===== config.mk =====
export PLATFORM = sky130hd
export DESIGN_NAME = mem_stage_ctrl
export DESIGN_NICKNAME = d
export VERILOG_FILES = /design/src/rtl/mips_pkg.sv /design/src/rtl/mem_wait_timer.sv /design/src/rtl/mem_stage_ctrl.sv
export SDC_FILE = /design/constraint.sdc
export NUM_CORES = 1
export LEC_CHECK = 0
export CAP_MARGIN = 30
export CORE_UTILIZATION = 35
export DETAILED_ROUTE_END_ITERATION = 10
export PLACE_DENSITY = 0.86
export RECOVER_POWER = 100
export SLEW_MARGIN = 20
export SYNTH_ARGS = -nofsm -noshare
export SYNTH_HDL_FRONTEND = slang
export SYNTH_SLANG_ARGS = --single-unit

===== constraint.sdc =====
create_clock -name clk -period 1.6 [get_ports clk]
set_clock_uncertainty 0.2 [all_clocks]
set_input_delay 0.24 -clock clk [delete_from_list [all_inputs] [get_ports clk]]
set_output_delay 0.24 -clock clk [all_outputs]
set_load 0.02 [all_outputs]

===== src/rtl/mips_pkg.sv =====
// Shared pipeline definitions: MEM-stage FSM encoding and the default access timeout.
package mips_pkg;

    typedef enum logic [1:0] {
        IDLE = 2'd0,
        WAIT = 2'd1,
        DONE = 2'd2
    } mem_state_e;

    localparam int TIMEOUT_DEF = 15;

endpackage


===== src/rtl/mem_wait_timer.sv =====
// Wait-cycle counter for an outstanding data-memory access; tc flags the last allowed WAIT cycle.
module mem_wait_timer #(
    parameter int TIMEOUT = 15
) (
    input  logic clk,
    input  logic rst,
    input  logic clear,
    input  logic en,
    output logic tc
);

    localparam int CNT_W = $clog2(TIMEOUT + 1);

    logic [CNT_W-1:0] cnt;

    // clear has priority so the count restarts from zero on every exit from WAIT
    always_ff @(posedge clk) begin
        if (rst || clear) begin
            cnt <= '0;
        end else if (en) begin
            cnt <= cnt + 1'b1;
        end
    end

    assign tc = en && (cnt == CNT_W'(TIMEOUT - 1));

endmodule


===== src/rtl/mem_stage_ctrl.sv =====
// MEM-stage sequencer: converts MemRead/MemWrite into a req/ack memory transaction and stalls the pipe meanwhile.
module mem_stage_ctrl
    import mips_pkg::*;
#(
    parameter int ADDR_W  = 32,
    parameter int DATA_W  = 32,
    parameter int TIMEOUT = TIMEOUT_DEF
) (
    input  logic              clk,
    input  logic              rst,
    input  logic              ex_mem_memread,
    input  logic              ex_mem_memwrite,
    input  logic [ADDR_W-1:0] ex_mem_addr,
    input  logic [DATA_W-1:0] ex_mem_wdata,
    output logic              mem_req,
    output logic              mem_we,
    output logic [ADDR_W-1:0] mem_addr,
    output logic [DATA_W-1:0] mem_wdata,
    input  logic              mem_ack,
    input  logic [DATA_W-1:0] mem_rdata,
    output logic              stall,
    output logic              wb_bubble,
    output logic [DATA_W-1:0] rdata_out,
    output logic              bus_err
);

    mem_state_e state;
    logic       req_in;
    logic       in_wait;
    logic       tc;

    assign req_in  = ex_mem_memread || ex_mem_memwrite;
    assign in_wait = (state == WAIT);

    mem_wait_timer #(
        .TIMEOUT (TIMEOUT)
    ) u_timer (
        .clk   (clk),
        .rst   (rst),
        .clear (!in_wait || mem_ack),
        .en    (in_wait),
        .tc    (tc)
    );

    // Hold upstream from the moment the op is seen in IDLE; DONE releases so EX/MEM and MEM/WB advance
    always_comb begin
        stall = 1'b0;
        if (!rst) begin
            stall = (state == IDLE && req_in) || in_wait;
        end
    end

    assign wb_bubble = stall;

    always_ff @(posedge clk) begin
        if (rst) begin
            state     <= IDLE;
            mem_req   <= 1'b0;
            mem_we    <= 1'b0;
            mem_addr  <= '0;
            mem_wdata <= '0;
            rdata_out <= '0;
            bus_err   <= 1'b0;
        end else begin
            case (state)
                IDLE: begin
                    if (req_in) begin
                        mem_req   <= 1'b1;
                        mem_we    <= ex_mem_memwrite;
                        mem_addr  <= ex_mem_addr;
                        mem_wdata <= ex_mem_wdata;
                        state     <= WAIT;
                    end
                end
                WAIT: begin
                    if (mem_ack) begin
                        mem_req <= 1'b0;
                        if (!mem_we) begin
                            rdata_out <= mem_rdata;
                        end
                        state <= DONE;
                    end else if (tc) begin
                        mem_req   <= 1'b0;
                        bus_err   <= 1'b1;
                        rdata_out <= '0;
                        state     <= DONE;
                    end
                end
                DONE: begin
                    state <= IDLE;
                end
                default: begin
                    state <= IDLE;
                end
            endcase
        end
    end

endmodule

# Word level (Yosys, flattened, before mapping)
# Cells that the tools add are included.
# totals
input_bits	101
elab_cells	42
latchBits	0
output_inout_bits	101
regBits	105
ram_bits	0
romBits	0
mem_count	0
# op_classes
shift	0
n_eq_ne	5
n_div	0
reduce_logical	15
n_bitwise	1
magnitude_cmp	0
addsub	1
muxes	12
multipliers	0
# ops
cell	count
2-to-1 mux 32 bit	3
AND reduction 3 bit	3
2-to-1 mux 2 bit	3
adder 4 x 1 -> 4 bit, second input constant	1
equality test 4 bit, second input constant	1
logical OR 1 bit	4
2-to-1 mux 1 bit	4
inequality test 2 bit, second input constant	2
case mux 2 bit (2 select lines)	1
AND reduction 2 bit	2
nonzero test 2 bit	2
inequality test 3 x 2 -> 1 bit, second input constant	1
equality test 2 x 1 -> 1 bit, second input constant	1
logical AND 1 bit	2
logical NOT 2 bit	1
case mux 1 bit (2 select lines)	1
logical NOT 1 bit	1
inverter 1 bit	1

# Depth between registers and ports, before layout
# depth
depth_word	5
mapped_depth	6

# Cells and area by module
# From an unflattened synthesis, not the netlist that was laid out.
# unflattened
cells_unflattened	482
hier_area_um2	4376.7
# by_module_without_submodules
mod	area_per_inst_um2	n_inst	cells_per_inst	seq_area_each_um2
mem_stage_ctrl	4175.3	1	463	2021.9
mem_wait_timer	201.4	1	19	80.1

# Least setup slack after synthesis
# No wires, ideal clock.
# synth_path
path_type	input -> output
startpoint	in rst
endpoint	out wb_bubble
stages	4
n_path_buf	3
required_time_ns	1.160
arrival_ns	1.543
path_slack_ns	-0.383
path_cell_list	clkbuf_1 -> clkbuf_1 -> a211oi_1 -> buf_4
# synth_via
elab_chain_len	1
# synth_lines
element	line_no	source
start: declaration	mem_stage_ctrl.sv:10	input logic rst,
2-to-1 mux 1 bit	mem_stage_ctrl.sv:48	if (!rst) begin
end: declaration	mem_stage_ctrl.sv:22	output logic wb_bubble,
# Every way passes these cells.

# Worst setup path in the final report
# layout_path
startpoint	reg mem_we
endpoint	reg rdata_out[14]
# layout_via
elab_chain_len	2
# layout_lines
element	line_no	source
start: declaration	mem_stage_ctrl.sv:16	output logic mem_we,
start signal: assignment	mem_stage_ctrl.sv:69	mem_we <= ex_mem_memwrite;
inequality test 2 bit (no line)	--	
AND reduction 3 bit (no line)	--	
end signal: assignment	mem_stage_ctrl.sv:79	rdata_out <= mem_rdata;
end: declaration	mem_stage_ctrl.sv:23	output logic [DATA_W-1:0] rdata_out,
# Every way passes these cells.
# A chain may end at the register's enable or synchronous reset.

==> flow_summary.ini <==
[critical_path]
setup.worst_path.start_class = flop
crit_chain = nor4bb_4, buf_4, a211oi_4, buf_12, buf_12, buf_12, a22o_1
worstSetupPathType = flop to flop
reg2reg_from = mem_we
path_common_cell = buf_12
crit_start = mem_we
path_max_fanout = 6
crit_path_end = rdata_out[14]
slowest_delay_ns = 0.35
r2r_cells = 7
worstPathArrival_ns = 1.89
rr_endpoint = rdata_out[14]
reg2reg_slack_ns = -0.22
end_kind = flop
slowest_stage = dfxtp_2
worstPathRequired_ns = 1.67

[grt]
grt_max_degree = 65
grt_pass1_wl_um = 20900
first_global_vias = 4066
grt_util_all_layers_pct = 23.8
antenna_found_initial = 0
grt_overflow = 0

[placed_design]
dp_hpwl_um = 8590
portBuffers = 201
gp_congestion = 0.711

[sta]
setup_tns_ns = -10.11
hold_viol = 0
tightest_slew_ns = 0.800
finalCritPeriodShare_pct = 114
finalWorstSetupSlack_ns = -0.224
finalHoldWorstSlack_ns = 0.169
layout_min_cycle_time_ns = 1.82
final-setup-viol-count = 93
slew_headroom_pct = 46.7
rsz0062_at_grt = true
drv_slew = 0
fmax_mhz = 548

[logic_synthesis]
ys_seq_elements = 105
synth_area_per_cell_um2 = 9.36
synth_edf_count = 0
synth_nets = 512
yosys.area.top_type = dfxtp_1
ys.flop_type = dfxtp_1
ys_top_cells_by_area = dfxtp_1 55%, a21oi_1 8.9%, nand3_1 8.5%
yosys.cell_count.top_type = dfxtp_1
ys_top_cells_by_count = 105 x dfxtp_1, 68 x a21oi_1, 65 x nand3_1, 65 x o21ai_0, 32 x a22o_1
synth_cell_types = 29
ys.warnings.count = 0
post-synth-top-area-fraction_pct = 54.9
ys_seq_area_share_pct = 54.9
synthCells = 409
synth_area_um2 = 3830
synthArstFlopShare_pct = 0

[clock_tree]
cts_buffers = 9
path_clk_slew_ns = 0.09
htreeDepth = 3
holdBufCountCts = 0
clock_latency_ns = 0.37
cts_tree = yes
clockRootBuffer = clkbuf_8
clock_path_buffers = 2
cts_sinks = 105

[final_layout]
n_fill_cell = 809
nets = 728
syn_to_final_growth_pct = 80.2
drive_gt1_share_pct = 22.5
diodes = 0

[pwr]
p_leak_nw = 2.94
vdd_drop_max_mv = 0.940
powerDensity_nw_per_um2 = 893
total_power_mw = 6.16

[drt]
drt-initial-drc-count = 245
antenna_left = 0
vias = 4074
wl_per_cell_um = 18.7
dr.pass1.iters = 4
vias_per_cell = 5.32
drc_errors = 0
drt-total-wl_um = 14400

[hold_path]
holdCritStartpoint = mem_ack
hp-class = primary input to flop

[die]
die_area_um2 = 11400
num_rows = 37
dieWidth_um = 107
io_pins = 202
fp.dieH_um = 107
initial_core_util_pct = 36.6
core_um2 = 10500

[outcome]
status = finished, violations left
violations = setup timing

[job]
cap_viol_max_count = 0
report_power, final:
part           internal [mW]  switching [mW]
sequential              2.79           0.112
combinational          0.854           0.876
clock                  0.643           0.891
state kept, by name (all words and copies together) (netlist names):
signal / flops
rdata_out: 32
bus_err: 1
u_timer.cnt: 4
mem_we: 1
mem_req: 1
mem_wdata: 32
mem_addr: 32
state: 2
routing by layer:
layer  vias to the layer above  wire [um]  track usage, %
met5                         -          0               0
met4                         0        195            8.22
met3                        19       1080            7.36
met2                       180       7460            43.4
met1                      1956       5620            25.9
li1                       1919          -               -
stage by stage:
step / util [%] / area [um2] / setup slack [ns] / cells
final: 66.0 / 6900 / -0.224 / 766
after global routing: 66.0 / 6900 / -0.285 / 766
after CTS: 62.9 / 6580 / -0.216 / 761
after detailed placement: 58.0 / 6070 / -0.686 / 725
after global placement: 57.9 / 6050 / -0.824 / 724
after floorplan: - / 3850 / 0.00591 / 409
cells by family (layout without fill, tap and decap cells):
logic type,count (synthesis),in the layout,synth area share (%)
and+or+nand+nor,85,85,11.8
xor gates and xnor gates,2,2,0.458
buffers and inverters,47,268,6.63
AOI/OAI and AO/OA,168,168,25.6
DFF,105,105,54.9
adders and majority gates,2,2,0.653
cell usage in the layout, fill, tap and decap left out, types with 13 or more instances in the layout:
cell type        instances
o21ai_2                 33
buf_12                  18
a22o_1                  32
buf_4                   20
nand3_1                 65
clkdlybuf4s50_1         96
a21oi_2                 13
o21ai_1                 21
a21oi_1                 55
dlygate4sd2_1           90
dfxtp_1                101
cell type report:
| class | instances | area, um2 | area share (%) |
|---|---|---|---|
| clock buffers | 11 | 151 | 2.19 |
| multi-input cells | 257 | 1820 | 26.4 |
| repair buffers | 249 | 2610 | 37.8 |
| clock inverters | 5 | 30.0 | 0.435 |
| inverters | 3 | 11.3 | 0.163 |
| flip-flops and latches | 105 | 2110 | 30.6 |
| well taps | 136 | 170 | 2.47 |
how the worst min path moves through the flow:
stage | end | cells after the start | slack [ns]
global placement | bus_err | 2 | 0.25
CTS | mem_we | 4 | 0.19
finish | state[1] | 3 | 0.17
floorplan | rdata_out[0] | 1 | 0.17
global route | mem_wdata[23] | 3 | 0.20
detailed placement | bus_err | 2 | 0.26
worst max-delay path, delay by kind of cell, from the launching register on:
family | cells | cell delay (ns)
DFF | 1 | 0.35
buffers and inverters | 4 | 0.57
AOI/OAI and AO/OA | 2 | 0.27
and+or+nand+nor | 1 | 0.32
what timing repair did:
item | CTS | global route
pin swaps | 25 | 53
gates resized for setup | 208 | 82
gates cloned | 7 | 2
endpoints found under the setup margin | 145 | 103
buffers inserted | 13 | 9
Power figures use the tool's default switching activity.
